--- src/rtl/uart_rx_fifo.sv ---
`default_nettype none
// ============================================================================
//  Module   : uart_rx_fifo
//  Purpose  : UART receiver with a line synchronizer, glitch-rejecting start
//             detection, optional parity and 1/2 stop bits. Received frames
//             land in a first-word-fall-through FIFO with per-entry parity
//             and framing error flags and a sticky overrun flag.
//  Revision : 1.0 - initial release
// ============================================================================
module uart_rx_fifo #(
  parameter int CLK_FREQ   = 27_000_000,
  parameter int BAUD_RATE  = 115200,
  parameter int DATA_BITS  = 8,
  parameter int PARITY     = 0,
  parameter int STOP_BITS  = 1,
  parameter int FIFO_DEPTH = 16
) (
  input  logic                          clk,
  input  logic                          rst,
  input  logic                          rx_pin,
  output logic [DATA_BITS-1:0]          rd_data,
  output logic                          rd_parity_err,
  output logic                          rd_frame_err,
  output logic                          rd_valid,
  input  logic                          rd_en,
  output logic [$clog2(FIFO_DEPTH):0]   fifo_count,
  output logic                          overrun,
  input  logic                          clear_overrun
);

  // Baud timing: one full bit is c_CYCLE clocks, the start bit is qualified
  // for c_HALF clocks so every later sample lands mid-bit.
  localparam int c_CYCLE = CLK_FREQ / BAUD_RATE;
  localparam int c_HALF  = c_CYCLE / 2;
  localparam int c_TW    = $clog2(c_CYCLE) + 1;
  localparam int c_AW    = $clog2(FIFO_DEPTH);
  localparam int c_BW    = 4;

  localparam logic [c_TW-1:0] c_CYCLE_M1  = c_TW'(c_CYCLE - 1);
  localparam logic [c_TW-1:0] c_HALF_M1   = c_TW'(c_HALF - 1);
  localparam logic [c_BW-1:0] c_DATA_LAST = c_BW'(DATA_BITS - 1);
  localparam logic [c_BW-1:0] c_STOP_LAST = c_BW'(STOP_BITS - 1);
  localparam logic [c_AW:0]   c_DEPTH     = (c_AW + 1)'(FIFO_DEPTH);

  typedef enum logic [2:0] {
    S_IDLE   = 3'd0,
    S_START  = 3'd1,
    S_DATA   = 3'd2,
    S_PARITY = 3'd3,
    S_STOP   = 3'd4,
    S_BREAK  = 3'd5
  } state_t;

  state_t                 r_state;
  state_t                 w_state_nxt;
  logic                   r_sync1;
  logic                   r_sync2;
  logic [c_TW-1:0]        r_timer;
  logic [c_BW-1:0]        r_bitcnt;
  logic [DATA_BITS-1:0]   r_shift;
  logic                   r_parity_err;
  logic                   r_frame_err;

  logic                   w_rx;
  logic                   w_tick;
  logic                   w_half;
  logic                   w_last_data;
  logic                   w_last_stop;
  logic                   w_push;
  logic                   w_frame_err;
  logic                   w_xor;
  logic                   w_par_bad;

  // FIFO storage and bookkeeping
  logic [DATA_BITS-1:0]   r_mem_data [FIFO_DEPTH];
  logic                   r_mem_perr [FIFO_DEPTH];
  logic                   r_mem_ferr [FIFO_DEPTH];
  logic [c_AW-1:0]        r_wr_ptr;
  logic [c_AW-1:0]        r_rd_ptr;
  logic [c_AW:0]          r_count;
  logic                   r_overrun;
  logic                   w_full;
  logic                   w_empty;
  logic                   w_pop;
  logic                   w_wr;
  logic                   w_ovf;

  // Two-flop synchronizer; resets to the idle (high) line level.
  always_ff @(posedge clk) begin
    if (rst) begin
      r_sync1 <= 1'b1;
      r_sync2 <= 1'b1;
    end else begin
      r_sync1 <= rx_pin;
      r_sync2 <= r_sync1;
    end
  end

  assign w_rx        = r_sync2;
  assign w_tick      = (r_timer == c_CYCLE_M1);
  assign w_half      = (r_timer == c_HALF_M1);
  assign w_last_data = (r_bitcnt == c_DATA_LAST);
  assign w_last_stop = (r_bitcnt == c_STOP_LAST);
  assign w_push      = (r_state == S_STOP) && w_tick && w_last_stop;
  // Error of the frame being closed, including the stop sample taken now.
  assign w_frame_err = r_frame_err | ~w_rx;
  assign w_xor       = (^r_shift) ^ w_rx;
  assign w_par_bad   = (PARITY == 1) ? ~w_xor : w_xor;

  // Receiver state register.
  always_ff @(posedge clk) begin
    if (rst) begin
      r_state <= S_IDLE;
    end else begin
      r_state <= w_state_nxt;
    end
  end

  // Receiver next-state decode.
  always_comb begin
    w_state_nxt = r_state;
    case (r_state)
      S_IDLE: begin
        if (!w_rx) w_state_nxt = S_START;
      end
      S_START: begin
        if (w_rx)        w_state_nxt = S_IDLE;
        else if (w_half) w_state_nxt = S_DATA;
      end
      S_DATA: begin
        if (w_tick && w_last_data) w_state_nxt = (PARITY != 0) ? S_PARITY : S_STOP;
      end
      S_PARITY: begin
        if (w_tick) w_state_nxt = S_STOP;
      end
      S_STOP: begin
        if (w_push) w_state_nxt = w_frame_err ? S_BREAK : S_IDLE;
      end
      S_BREAK: begin
        if (w_rx) w_state_nxt = S_IDLE;
      end
      default: w_state_nxt = S_IDLE;
    endcase
  end

  // Bit timer, bit counter, data shift register and error accumulation.
  always_ff @(posedge clk) begin
    if (rst) begin
      r_timer      <= '0;
      r_bitcnt     <= '0;
      r_shift      <= '0;
      r_parity_err <= 1'b0;
      r_frame_err  <= 1'b0;
    end else begin
      case (r_state)
        S_START: begin
          r_timer <= w_half ? '0 : r_timer + 1'b1;
        end
        S_DATA: begin
          r_timer <= w_tick ? '0 : r_timer + 1'b1;
          if (w_tick) begin
            r_shift  <= {w_rx, r_shift[DATA_BITS-1:1]};
            r_bitcnt <= w_last_data ? '0 : r_bitcnt + 1'b1;
          end
        end
        S_PARITY: begin
          r_timer <= w_tick ? '0 : r_timer + 1'b1;
          if (w_tick) r_parity_err <= w_par_bad;
        end
        S_STOP: begin
          r_timer <= w_tick ? '0 : r_timer + 1'b1;
          if (w_tick) begin
            r_frame_err <= w_frame_err;
            r_bitcnt    <= r_bitcnt + 1'b1;
          end
        end
        default: begin
          // IDLE and BREAK: nothing in flight, prepare a clean frame.
          r_timer      <= '0;
          r_bitcnt     <= '0;
          r_parity_err <= 1'b0;
          r_frame_err  <= 1'b0;
        end
      endcase
    end
  end

  assign w_full  = (r_count == c_DEPTH);
  assign w_empty = (r_count == '0);
  assign w_pop   = rd_en && !w_empty;
  // A pop in the same cycle frees the slot, so a full FIFO still accepts.
  assign w_wr    = w_push && (!w_full || w_pop);
  assign w_ovf   = w_push && w_full && !w_pop;

  // FIFO entry write; storage needs no reset because outputs are gated.
  always_ff @(posedge clk) begin
    if (w_wr) begin
      r_mem_data[r_wr_ptr] <= r_shift;
      r_mem_perr[r_wr_ptr] <= r_parity_err;
      r_mem_ferr[r_wr_ptr] <= w_frame_err;
    end
  end

  // FIFO pointers and occupancy; pointers wrap naturally at the power-of-2 depth.
  always_ff @(posedge clk) begin
    if (rst) begin
      r_wr_ptr <= '0;
      r_rd_ptr <= '0;
      r_count  <= '0;
    end else begin
      if (w_wr)  r_wr_ptr <= r_wr_ptr + 1'b1;
      if (w_pop) r_rd_ptr <= r_rd_ptr + 1'b1;
      case ({w_wr, w_pop})
        2'b10:   r_count <= r_count + 1'b1;
        2'b01:   r_count <= r_count - 1'b1;
        default: r_count <= r_count;
      endcase
    end
  end

  // Sticky overrun flag; a new overrun wins over a simultaneous clear.
  always_ff @(posedge clk) begin
    if (rst) begin
      r_overrun <= 1'b0;
    end else if (w_ovf) begin
      r_overrun <= 1'b1;
    end else if (clear_overrun) begin
      r_overrun <= 1'b0;
    end
  end

  assign rd_valid      = !w_empty;
  assign rd_data       = rd_valid ? r_mem_data[r_rd_ptr] : '0;
  assign rd_parity_err = rd_valid ? r_mem_perr[r_rd_ptr] : 1'b0;
  assign rd_frame_err  = rd_valid ? r_mem_ferr[r_rd_ptr] : 1'b0;
  assign fifo_count    = r_count;
  assign overrun       = r_overrun;

endmodule
`default_nettype wire

--- config.mk ---
export PLATFORM = sky130hd
export DESIGN_NAME = uart_rx_fifo
export DESIGN_NICKNAME = d
export VERILOG_FILES = /design/src/rtl/uart_rx_fifo.sv
export SDC_FILE = /design/constraint.sdc
export NUM_CORES = 1
export LEC_CHECK = 0
export ABC_AREA = 1
export BUFFER_PORTS_ARGS = -buffer_cell sky130_fd_sc_hd__buf_2
export CAP_MARGIN = 20
export CORE_MARGIN = 3
export CORE_UTILIZATION = 45
export CTS_CLUSTER_DIAMETER = 80
export CTS_CLUSTER_SIZE = 10
export DETAILED_ROUTE_END_ITERATION = 8
export SYNTH_ARGS = -nofsm -noshare
export SYNTH_HDL_FRONTEND = slang
export SYNTH_SLANG_ARGS = --single-unit
--- constraint.sdc ---
create_clock -name clk -period 2.8 [get_ports clk]
set_input_delay 0.42 -clock clk [delete_from_list [all_inputs] [get_ports clk]]
set_output_delay 0.42 -clock clk [all_outputs]
set_load 0.005 [all_outputs]
# Word level (Yosys, flattened, before mapping)
# Memory sizes are Yosys's and may differ from the RTL's. A register that Yosys moved wholly into a read port is not among the register bits.
# Index checks and enable logic that the tools add are counted.
[op_classes]
n_addsub = 6
eq_ne = 19
muxes = 34
bitwise = 6
n_reduce_logical = 26
[ops]
columns = ["op", "n"]
rows = [
  ["2-to-1 mux 4 bit", 9],
  ["2-to-1 mux 3 bit", 8],
  ["2-to-1 mux 9 bit", 2],
  ["one-hot mux 3 bit (6 select lines)", 1],
  ["one-hot mux 9 bit (2 select lines)", 1],
  ["!= test 2 bit (second input constant)", 7],
  ["adder 4 x 1 -> 4 bit (second input constant)", 3],
  ["one-hot mux 4 bit (3 select lines)", 1],
  ["one-hot mux 5 bit (2 select lines)", 1],
  ["adder 9 x 1 -> 9 bit (second input constant)", 1],
  ["equality test 9 x 7 -> 1 bit (second input constant)", 1],
  ["equality test 9 x 8 -> 1 bit (second input constant)", 1],
  ["OR reduction 3 bit", 3],
  ["2-to-1 mux 1 bit", 8],
  ["2-to-1 mux 8 bit", 1],
  ["XOR reduction 8 bit", 1],
  ["logical AND 1 bit", 7],
  ["equality test 3 x 2 -> 1 bit (second input constant)", 2],
  ["equality test 3 bit (second input constant)", 2],
  ["AND reduction 2 bit", 3],
  ["AND reduction 6 bit", 1],
  ["adder 5 x 1 -> 5 bit (second input constant)", 1],
  ["equality test 5 bit (second input constant)", 1],
  ["logical NOT 5 bit", 1],
  ["17 further kinds", 24],
]
[totals]
ff_bits = 42
ram_bits = 160
inputBits = 5
elab_cells = 106
n_memories = 3
[mem_list]
columns = ["memory", "depth", "word_bits", "rd", "rd_clocked_by_memory_dff", "wr", "line_no", "text"]
rows = [
  ["r_mem_data", 16, 8, 1, 1, 1, "75", "logic [DATA_BITS-1:0] r_mem_data [FIFO_DEPTH];"],
  ["r_mem_ferr", 16, 1, 1, 1, 1, "77", "logic r_mem_ferr [FIFO_DEPTH];"],
  ["r_mem_perr", 16, 1, 1, 1, 1, "76", "logic r_mem_perr [FIFO_DEPTH];"],
]

# Logic depth before layout (Yosys ltp)
# Gate-level depths: netlist of run 1.
[logic_depth]
ltp_word = 7
mapped_depth = 20
mapped_depth_nobuf = 20

# Worst setup path before layout of run 1
# OpenSTA, ideal clock, no wires.
[synth_path]
path_kind = "reg2reg"
startpoint = "reg r_timer[1]"
endpoint = "mem r_mem_data[11][0], enable pin"
setup_ns = 0.376
arrival_time_ns = 1.662
required_time_ns = 2.424
setup_slack_ns = 0.762
path_stages_with_launch = 9
path_buffers = 0
path_cell_list = "dfxtp_1 inv_1 ha_1 nand4_1 nor2_2 nand2_4 nor2_8 nand3_1 nor2_1"
[synth_via]
elab_chain_len = 6
[synth_rtl]
columns = ["item", "line_no", "text"]
rows = [
  ["start, declared", "58", "logic [c_TW-1:0] r_timer;"],
  ["start signal, assigned", "157", "r_timer <= w_half ? '0 : r_timer + 1'b1;"],
  ["start signal, assigned", "160", "r_timer <= w_tick ? '0 : r_timer + 1'b1;"],
  ["start signal, assigned", "167", "r_timer <= w_tick ? '0 : r_timer + 1'b1;"],
  ["equality test 9 x 8 -> 1 bit", "100", "assign w_tick = (r_timer == c_CYCLE_M1);"],
  ["logical AND 1 bit (2 in series)", "104", "assign w_push = (r_state == S_STOP) && w_tick && w_last_stop;"],
  ["logical AND 1 bit", "192", "assign w_wr = w_push && (!w_full || w_pop);"],
  ["2-to-1 mux 1 bit", "197", "if (w_wr) begin"],
  ["2-to-1 mux 1 bit (not written as such)", "198", "r_mem_data[r_wr_ptr] <= r_shift;"],
  ["end, declared", "75", ""],
]
# No other way between the ends.

==> results of run 1 <==
kinds of logic (layout without fill, tap and decap cells):
kind of cell             count (synthesis)  in the layout  share of synthesized area [%]
AND/OR/NAND/NOR                        255            255                          13.78
flip-flops                             206            206                          65.95
adder cells (fa/ha/maj)                 12             12                          1.729
buffers and inverters                   94            142                          4.078
XOR/XNOR                                12             12                          1.211
AO/OA/AOI/OAI                          195            195                          13.26
layer usage:
metal | global-route usage, % | wire [um]
met1 | 25.27 | 8597
met2 | 31.13 | 9542
met3 | 2.623 | 1295
met4 | 5.511 | 463
met5 | 0 | 0
flip-flops by register name (all words and copies together) (netlist names), 3 cells and up, named ones only:
signal and cells:
r_bitcnt 4, r_timer 9, r_rd_ptr 4, r_mem_ferr 16, r_state 3, r_shift 8
fifo_count 5, r_mem_perr 16, r_mem_data 128, r_wr_ptr 4
placed cells by master (no fill, tap or decap), drive strengths merged, types with 6 or more instances in the layout:
master and instances:
o22ai 12, inv 56, edfxtp 160, a21oi 33
ha 12, xnor2 7, nand3 31, buf 50
o221ai 28, dfxtp 46, clkbuf 30, nand4 6
nor2 147, nand2 56, nor3 10, o21ai 109
what timing repair did:
| item | CTS | global route |
|---|---|---|
| endpoints found under the setup margin | 0 | 6 |
| gates resized for setup | 0 | 4 |
| buffers inserted | 0 | 0 |
final cells by class:
| type | count | area share, % |
|---|---|---|
| flip-flops and latches | 206 | 57.81 |
| repair buffers | 50 | 3.587 |
| clock buffers | 30 | 6.290 |
| multi-input cells | 474 | 26.27 |
| inverters | 60 | 2.286 |
| well taps | 260 | 3.284 |
| clock inverters | 2 | 0.4673 |
worst max path at each step:
stage | to | startpoint
global route | rd_data[4] | flip-flop
detailed placement | fifo_count[4] | r_timer[1]
finish | rd_data[1] | flip-flop
CTS | rd_data[1] | flip-flop
floorplan | r_mem_data[11][0] | r_timer[1]
global placement | rd_data[1] | flip-flop
through the flow:
stage                     util, %   TNS (ns)
final                       52.60          0
after global routing        52.60  -0.001991
after detailed placement    49.00          0
after CTS                   52.56          0
after floorplan                 -          0
after global placement      49.00          0
where the power goes:
group	internal (W)	switching, W	total (W)
Combinational	0.000738	0.00146	0.00220
Clock	0.00163	0.00110	0.00274
Sequential	0.00338	0.000115	0.00350
==> impl_metrics.env, run 1 <==
export IMPL_clk_latency_ns=0.51
export IMPL_clock_tree_root_cell="clkbuf_16"
export IMPL_dp_cells=1050
export IMPL_nets=833
export IMPL_critPathMaxFanout=14
export IMPL_dr_pass1_iters=5
export IMPL_regArea_sq_um=5727
export IMPL_p_leak_nw=3.835
export IMPL_ir_drop_mv=0.6147
export IMPL_gp_congestion=0.8604
export IMPL_min_period_over_period_pct=95.12
export IMPL_cp_buffers_inverters=3
export IMPL_slew_viol_final=0
export IMPL_critPathKind="reg -> out"
export IMPL_vias=5924
export IMPL_cts_hold_buf=0
export IMPL_timing_rr_end="fifo_count[4]"
export IMPL_synth_ff_latch_count=206
export IMPL_clk_pin_slew_ns=0.05
export IMPL_ys_seq_area_share_pct=65.95
export IMPL_startpoint_type="flip-flop"
export IMPL_crit_arrival_ns=2.24
export IMPL_synthArstFlopShare_pct=0
export IMPL_ys_warn_count=0
export IMPL_fin_cells=1082
export IMPL_grt_overflow=0
export IMPL_placed_area_sq_um=9228
export IMPL_cp_depth=7
export IMPL_holdWs_ns=0.1103
export IMPL_cts_sinks=206
export IMPL_post_synth_num_cell_types=38
export IMPL_dieArea_sq_um=21000
export IMPL_crit_path_end_kind="primary output"
export IMPL_area_growth_pct=14.09
export IMPL_fin_area_sq_um=9906
export IMPL_rows=50
export IMPL_fin_ws_ns=0.1365
export IMPL_ys_flop_type="edfxtp_1"
export IMPL_die_h_um=144.9
export IMPL_antenna_found_initial=0
export IMPL_postRouteWirelength_um=19900
export IMPL_postRouteAntennaNets=0
export IMPL_max_slew_margin_pct=52.35
export IMPL_avgSynthCellArea_sq_um=11.22
export IMPL_cts_tree="yes"
export IMPL_synth_edf_count=160
export IMPL_syn_area_sq_um=8682
export IMPL_num_io_pins=22
export IMPL_drt_iter0_markers=461
export IMPL_synth_net_count=791
export IMPL_worstHoldPathCells=2
export IMPL_htree_levels=1
export IMPL_netlist_top_cells_area="edfxtp_1 55%, dfxtp_1 11%, nor2_1 6.0%"
export IMPL_min_from="rx_pin"
export IMPL_drc=0
export IMPL_syn_instance_count=774
export IMPL_period_minus_slack_ns=2.663
export IMPL_crit_family="buffers and inverters"
export IMPL_critPathRequiredTime_ns=2.38
export IMPL_cts_buffers=24
export IMPL_skew_ns=0.02098
export IMPL_vias_per_cell=5.475
export IMPL_grtUsageTotal_pct=18.53
export IMPL_synthDominantCellAreaShare_pct=55.34
export IMPL_max_stage_delay_ns=0.34
export IMPL_die_w_um=144.9
export IMPL_fmax_ghz=0.3755
export IMPL_grt_pass1_vias=5867
export IMPL_diodes=0
export IMPL_setup_viol=0
export IMPL_netlist_top_cells_count="160 x edfxtp_1, 139 x nor2_1, 97 x o21ai_0"
export IMPL_reg2reg_slack_ns=0.60
export IMPL_worstPathCellList="inv_1 -> buf_4 -> o21ai_0 -> o221ai_1 -> nand3_1 -> a21oi_1 -> buf_2"
export IMPL_drv_cap=0
export IMPL_r2r_cells=20
export IMPL_worst_slew_pin_slew_ns=0.7140
export IMPL_hold_viol_final=0
export IMPL_hold_class="in -> reg"
export IMPL_n_fill_cell=1617
export IMPL_initial_core_util_pct=46.11
export IMPL_core_region_area_sq_um=18830
export IMPL_pre_cts_ws_ns=0.6087
export IMPL_cp_slowest_cell="a21oi_1"
export IMPL_io_buffers=21
export IMPL_synth_area_leader_cell="edfxtp_1"
export IMPL_grt_pass1_wl_um=31470
export IMPL_multi_input_area_sq_um=2603
export IMPL_run_status="finished, final reports clean"
export IMPL_min_to="r_sync1"
export IMPL_reg2reg_from="r_timer[1]"
export IMPL_wl_per_cell_um=18.39
export IMPL_grt_max_degree=53
export IMPL_fin_total_pwr_w=0.008430
export IMPL_cts_path_max_buffers=3
export IMPL_hpwl_um=12590
export IMPL_powerDensity_nw_per_um2=851.0
export IMPL_synthMostInstantiatedCell="edfxtp_1"
export IMPL_drive_gt1_share_pct=14.36
Note: power is estimated with default switching activity, not from simulation.
==> run 2: changes to the inputs <==
Settings changed: HOLD_SLACK_MARGIN set to 0.02, MAX_ROUTING_LAYER set to met4.
==> run 2 against run 1 <==
  * Clock skew fell by 0.0010 ns
  * Largest cell class unchanged
  * Worst setup slack improved by 0.035 ns
  * Via count fell by 0.47%
  * Flip-flop and latch count did not move
  * Register-to-register slack barely moved
  * Utilization did not move
  * Power fell by 0.11%
  * Final area did not move
  * Count of clock-buffer cells in the layout did not move
  * Global-route usage rose by 0.54 points
  * Critical endpoint unchanged
==> impl_metrics.env, run 2 (synthesis results as in run 1) <==
export IMPL_run_status="finished, final reports clean"
export IMPL_dr_pass1_iters=7
export IMPL_fin_ws_ns=0.1715
export IMPL_n_fill_cell=1617
export IMPL_antenna_found_initial=0
export IMPL_final_cell_mix="160 x edfxtp_1, 139 x nor2_1, 96 x o21ai_0"
export IMPL_pwr_share_clk_pct=32.4
export IMPL_largest_register_ff_count=128
export IMPL_num_io_pins=22
export IMPL_die_h_um=144.9
export IMPL_p_seq_share_pct=41.5
export IMPL_rows=50
export IMPL_p_leak_nw=3.835
export IMPL_switchingPower_w=0.002665
export IMPL_hold_class="in -> reg"
export IMPL_met1_usage_pct=25.31
export IMPL_crit_arrival_ns=2.21
export IMPL_worst_slew_pin_slew_ns=0.7277
export IMPL_slew_viol_final=0
export IMPL_grtUsageTotal_pct=19.07
export IMPL_cts_hold_buf=0
export IMPL_hpwl_um=12590
export IMPL_area_growth_pct=14.09
export IMPL_pwr_share_comb_pct=26.0
export IMPL_io_buffers=21
export IMPL_cts_sinks=206
export IMPL_crit_path_end="rd_data[1]"
export IMPL_die_w_um=144.9
export IMPL_diodes=0
export IMPL_internal_power_w=0.005756
export IMPL_pre_cts_ws_ns=0.6087
export IMPL_vias_per_cell=5.449
export IMPL_hold_viol_final=0
export IMPL_reg2reg_slack_ns=0.60
export IMPL_holdWs_ns=0.1088
export IMPL_htree_levels=1
export IMPL_top_usage_layer="met2"
export IMPL_grt_max_degree=53
export IMPL_max_slew_margin_pct=51.43
export IMPL_clk_pin_slew_ns=0.05
export IMPL_final_common_cell="edfxtp_1"
export IMPL_nets=833
export IMPL_wl_per_cell_um=18.38
export IMPL_clock_tree_root_cell="clkbuf_16"
export IMPL_cts_buffers=24
export IMPL_fmax_ghz=0.3804
export IMPL_critPathMaxFanout=14
export IMPL_grt_pass1_vias=5877
export IMPL_min_period_over_period_pct=93.88
export IMPL_drv_cap=0
export IMPL_cts_tree="yes"
export IMPL_top_register="r_mem_data"
export IMPL_core_region_area_sq_um=18830
export IMPL_dieArea_sq_um=21000
export IMPL_period_minus_slack_ns=2.629
export IMPL_setup_tns_ns=0
export IMPL_use_met3_pct=2.592
export IMPL_crit_path_end_kind="primary output"
export IMPL_r2r_cells=20
export IMPL_cts_path_max_buffers=3
export IMPL_postRouteWirelength_um=19880
export IMPL_grt_pass1_wl_um=31460
export IMPL_critPathKind="reg -> out"
export IMPL_critPathRequiredTime_ns=2.38
export IMPL_clk_latency_ns=0.51
export IMPL_reg2reg_from="r_timer[1]"
export IMPL_startpoint_type="flip-flop"
export IMPL_p_sw_share_pct=31.64
export IMPL_post_cts_setup_buffers=0
export IMPL_post_cts_resized=0
export IMPL_gp_congestion=0.8769
export IMPL_initial_core_util_pct=46.11
export IMPL_grt_overflow=0
export IMPL_setup_viol=0
export IMPL_reg_top3="r_mem_data x128, r_mem_ferr x16, r_mem_perr x16"
export IMPL_timing_rr_end="fifo_count[4]"
export IMPL_drc=0
export IMPL_grtUsageMet2_pct=31.10
export IMPL_powerDensity_nw_per_um2=850.1
export IMPL_drive_gt1_share_pct=14.36
export IMPL_postRouteAntennaNets=0
export IMPL_drt_iter0_markers=482
export IMPL_min_from="rx_pin"
export IMPL_vias=5896
export IMPL_skew_ns=0.01995
export IMPL_ir_drop_mv=0.6118
==> run 2: area by class of cell <==
cell class,count,area (sq um),share of cell area (%)
timing repair buffer,50,355.3,3.587
clock buffer,30,623.1,6.290
clock inverter,2,46.29,0.4673
multi-input combinational,474,2603,26.27
inverter,60,226.5,2.286
tap,260,325.3,3.284
sequential,206,5727,57.81
==> run 2: through the flow <==
stage | std cells | utilization [%] | instance area, sq um | total power [W]
detailed placement | 1050 | 49.00 | 9228 | 0.005723
finish | 1082 | 52.60 | 9906 | 0.008421
CTS | 1082 | 52.56 | 9897 | 0.008482
global placement | 1050 | 49.00 | 9228 | 0.005649
global route | 1082 | 52.60 | 9906 | 0.008884
floorplan | 774 | - | 8682 | 0.005092
==> run 2: how the worst min path moves through the flow <==
stage,to,depth (start not counted)
2_1_floorplan,r_sync2,1
3_3_place_gp,r_sync2,1
3_5_place_dp,r_sync2,1
4_1_cts,r_sync1,2
5_1_grt,r_sync1,2
6_report,r_sync1,2
==> run 2: power groups by stage <==
stage	clock network, W	logic, W	registers, W
detailed placement	0	0.00217	0.00356
CTS	0.00281	0.00218	0.00349
global route	0.00293	0.00244	0.00351
global placement	0	0.00210	0.00355
finish	0.00273	0.00219	0.00350
floorplan	0	0.00156	0.00353
==> run 2: per-layer routing <==
metal / vias up / routed length [um] / part of all wire, %
li1: 2842 / - / -
met1: 2801 / 8586 / 43
met2: 218 / 9486 / 48
met3: 35 / 1309 / 6.6
met4: 0 / 501 / 2.5
met5: - / 0 / 0
==> run 2: worst max-delay path, cell delays in order (launching register included) <==
cell,delay (ns)
dfxtp_1,0.32
inv_1,0.24
buf_4,0.26
o21ai_0,0.11
o221ai_1,0.18
nand3_1,0.10
a21oi_1,0.32
buf_2,0.18
==> run 3: changes to the inputs <==
Settings changed: RECOVER_POWER set to 100.
==> run 3 against run 2 <==
  * Sequential share of layout area rose by 0.68 points
  * Register-to-register slack worse by 0.30 ns
  * Cell count unchanged
  * Count of clock-buffer cells in the layout stayed put
  * Worst hold slack improved by 0.0014 ns
  * First-iteration DRC count increased by 2.3%
  * Sequential power about the same
  * Worst setup slack improved by 0.0057 ns
  * Highest routed layer unchanged
  * Power shrank 0.63%
  * Routed wire length is essentially flat
  * Final area down 1.2%
  * Non-clock buffer count unchanged
==> impl_metrics.env, run 3 (synthesis results as in run 1) <==
export IMPL_run_status="finished, final reports clean"
export IMPL_grtUsageMet2_pct=31.10
export IMPL_area_growth_pct=12.77
export IMPL_diodes=0
export IMPL_min_from="rx_pin"
export IMPL_die_h_um=144.9
export IMPL_period_minus_slack_ns=2.623
export IMPL_met1_usage_pct=25.31
export IMPL_hpwl_um=12590
export IMPL_cp_buffers_inverters=3
export IMPL_worst_slew_pin_slew_ns=0.9823
export IMPL_grt_overflow=0
export IMPL_p_sw_share_pct=31.55
export IMPL_postRouteAntennaNets=0
export IMPL_postRouteWirelength_um=19860
export IMPL_drive_gt1_share_pct=11.31
export IMPL_clock_tree_root_cell="clkbuf_16"
export IMPL_grtUsageTotal_pct=19.07
export IMPL_reg2reg_from="r_timer[1]"
export IMPL_cts_path_max_buffers=3
export IMPL_setup_viol=0
export IMPL_crit_family="buffers and inverters"
export IMPL_crit_arrival_ns=2.20
export IMPL_internal_power_w=0.005728
export IMPL_drv_cap=0
export IMPL_io_buffers=21
export IMPL_dp_cells=1050
export IMPL_final_cell_mix="160 x edfxtp_1, 142 x nor2_1, 99 x o21ai_0"
export IMPL_pwr_share_comb_pct=25.5
export IMPL_gp_congestion=0.8769
export IMPL_reg_top3="r_mem_data x128, r_mem_ferr x16, r_mem_perr x16"
export IMPL_largest_register_ff_count=128
export IMPL_nets=833
export IMPL_top_register="r_mem_data"
export IMPL_critPathMaxFanout=14
export IMPL_vias_per_cell=5.465
export IMPL_initial_core_util_pct=46.11
export IMPL_rows=50
export IMPL_dr_pass1_iters=5
export IMPL_max_stage_delay_ns=0.34
export IMPL_fin_cells=1082
export IMPL_powerDensity_nw_per_um2=854.7
export IMPL_slew_viol_final=0
export IMPL_cp_slowest_cell="a21oi_1"
export IMPL_use_met3_pct=2.592
export IMPL_critPathRequiredTime_ns=2.38
export IMPL_num_io_pins=22
export IMPL_cts_hold_buf=0
export IMPL_p_seq_share_pct=41.8
export IMPL_final_util_pct=51.99
export IMPL_cts_buffers=24
export IMPL_skew_ns=0.02181
export IMPL_max_slew_margin_pct=34.52
export IMPL_grt_max_degree=53
export IMPL_startpoint_type="flip-flop"
export IMPL_dieArea_sq_um=21000
export IMPL_grt_pass1_wl_um=31460
export IMPL_hold_class="in -> reg"
export IMPL_drt_iter0_markers=493
export IMPL_critPathKind="reg -> out"
export IMPL_crit_path_end_kind="primary output"
export IMPL_fmax_ghz=0.3813
export IMPL_grt_pass1_vias=5877
export IMPL_vias=5913
export IMPL_core_region_area_sq_um=18830
export IMPL_worstPathCellList="inv_1 -> buf_4 -> o21ai_0 -> o221ai_1 -> nand3_1 -> a21oi_1 -> clkbuf_1"
export IMPL_cts_sinks=206
export IMPL_pwr_share_clk_pct=32.7
export IMPL_p_leak_nw=3.741
export IMPL_ir_drop_mv=0.6051
export IMPL_clk_pin_slew_ns=0.05
export IMPL_min_period_over_period_pct=93.67
export IMPL_hold_viol_final=0
export IMPL_htree_levels=1
export IMPL_clk_latency_ns=0.51
export IMPL_top_usage_layer="met2"
export IMPL_wl_per_cell_um=18.36
export IMPL_cts_tree="yes"
export IMPL_drc=0
export IMPL_final_common_cell="edfxtp_1"
export IMPL_die_w_um=144.9
export IMPL_switchingPower_w=0.002640
export IMPL_antenna_found_initial=0
export IMPL_setup_tns_ns=0
[run 3: cell count changes in the layout (fill, tap and decap cells not counted), moves of 2 or more]
cell / change
inv_1: +2
nor2_2: -2
o21ai_0: +3
clkbuf_1: +12
nor2_1: +3
buf_4: -20
o21ai_2: -2
clkbuf_2: +17
inv_2: -3
nand3_1: +2
nand3_2: -2
buf_2: -9
[run 3: per-stage QoR]
stage                     cell area (sq um)  power [W]  hold WS (ns)  worst slack (ns)
after CTS                              9897   0.008482       0.08935            0.1084
after global routing                   9791   0.008824       0.09440         -0.001993
final                                  9791   0.008368        0.1102            0.1772
after floorplan                        8682   0.005092        0.3895            0.7618
after detailed placement               9228   0.005723        0.4137            0.6087
after global placement                 9228   0.005649        0.4017            0.6600
[run 3: power by group through the flow]
stage | Clock (W) | Combinational, W | Sequential [W]
2_1_floorplan | 0 | 0.00156 | 0.00353
3_3_place_gp | 0 | 0.00210 | 0.00355
3_5_place_dp | 0 | 0.00217 | 0.00356
4_1_cts | 0.00281 | 0.00218 | 0.00349
5_1_grt | 0.00293 | 0.00238 | 0.00351
6_report | 0.00274 | 0.00213 | 0.00350
[run 3: repair_timing]
action	in CTS	in global routing
setup endpoints to repair	0	7
resized for setup	0	4
buffers inserted	0	0
[run 3: worst reg2reg max path, delay by kind of cell (launching register included)]
family | cells | cell delay, ns
simple gates | 14 | 1.44
buf+inv | 4 | 0.29
fa+ha+maj | 2 | 0.35
flops | 1 | 0.31
[run 3: metal layers]
metal / routed length [um] / up-vias
met5: 0 / -
met4: 567 / 0
met3: 1334 / 43
met2: 9479 / 235
met1: 8483 / 2798
li1: - / 2837
[run 3: worst paths after layout]
path	endpoint	slack, ns	depth (start not counted)
hold reg to reg	r_sync2	0.41	1
setup / recovery	rd_data[1]	0.18	7
hold / removal	r_sync1	0.11	2
setup reg to reg	fifo_count[4]	0.30	20
[run 3: cell type report]
cell class,instances,area (sq um)
well taps,260,325.3
repair buffers,50,290.3
clock inverters,2,46.29
clock buffers,30,623.1
multi-input cells,474,2552
fillers,1640,9040
flip-flops and latches,206,5727
inverters,60,226.5
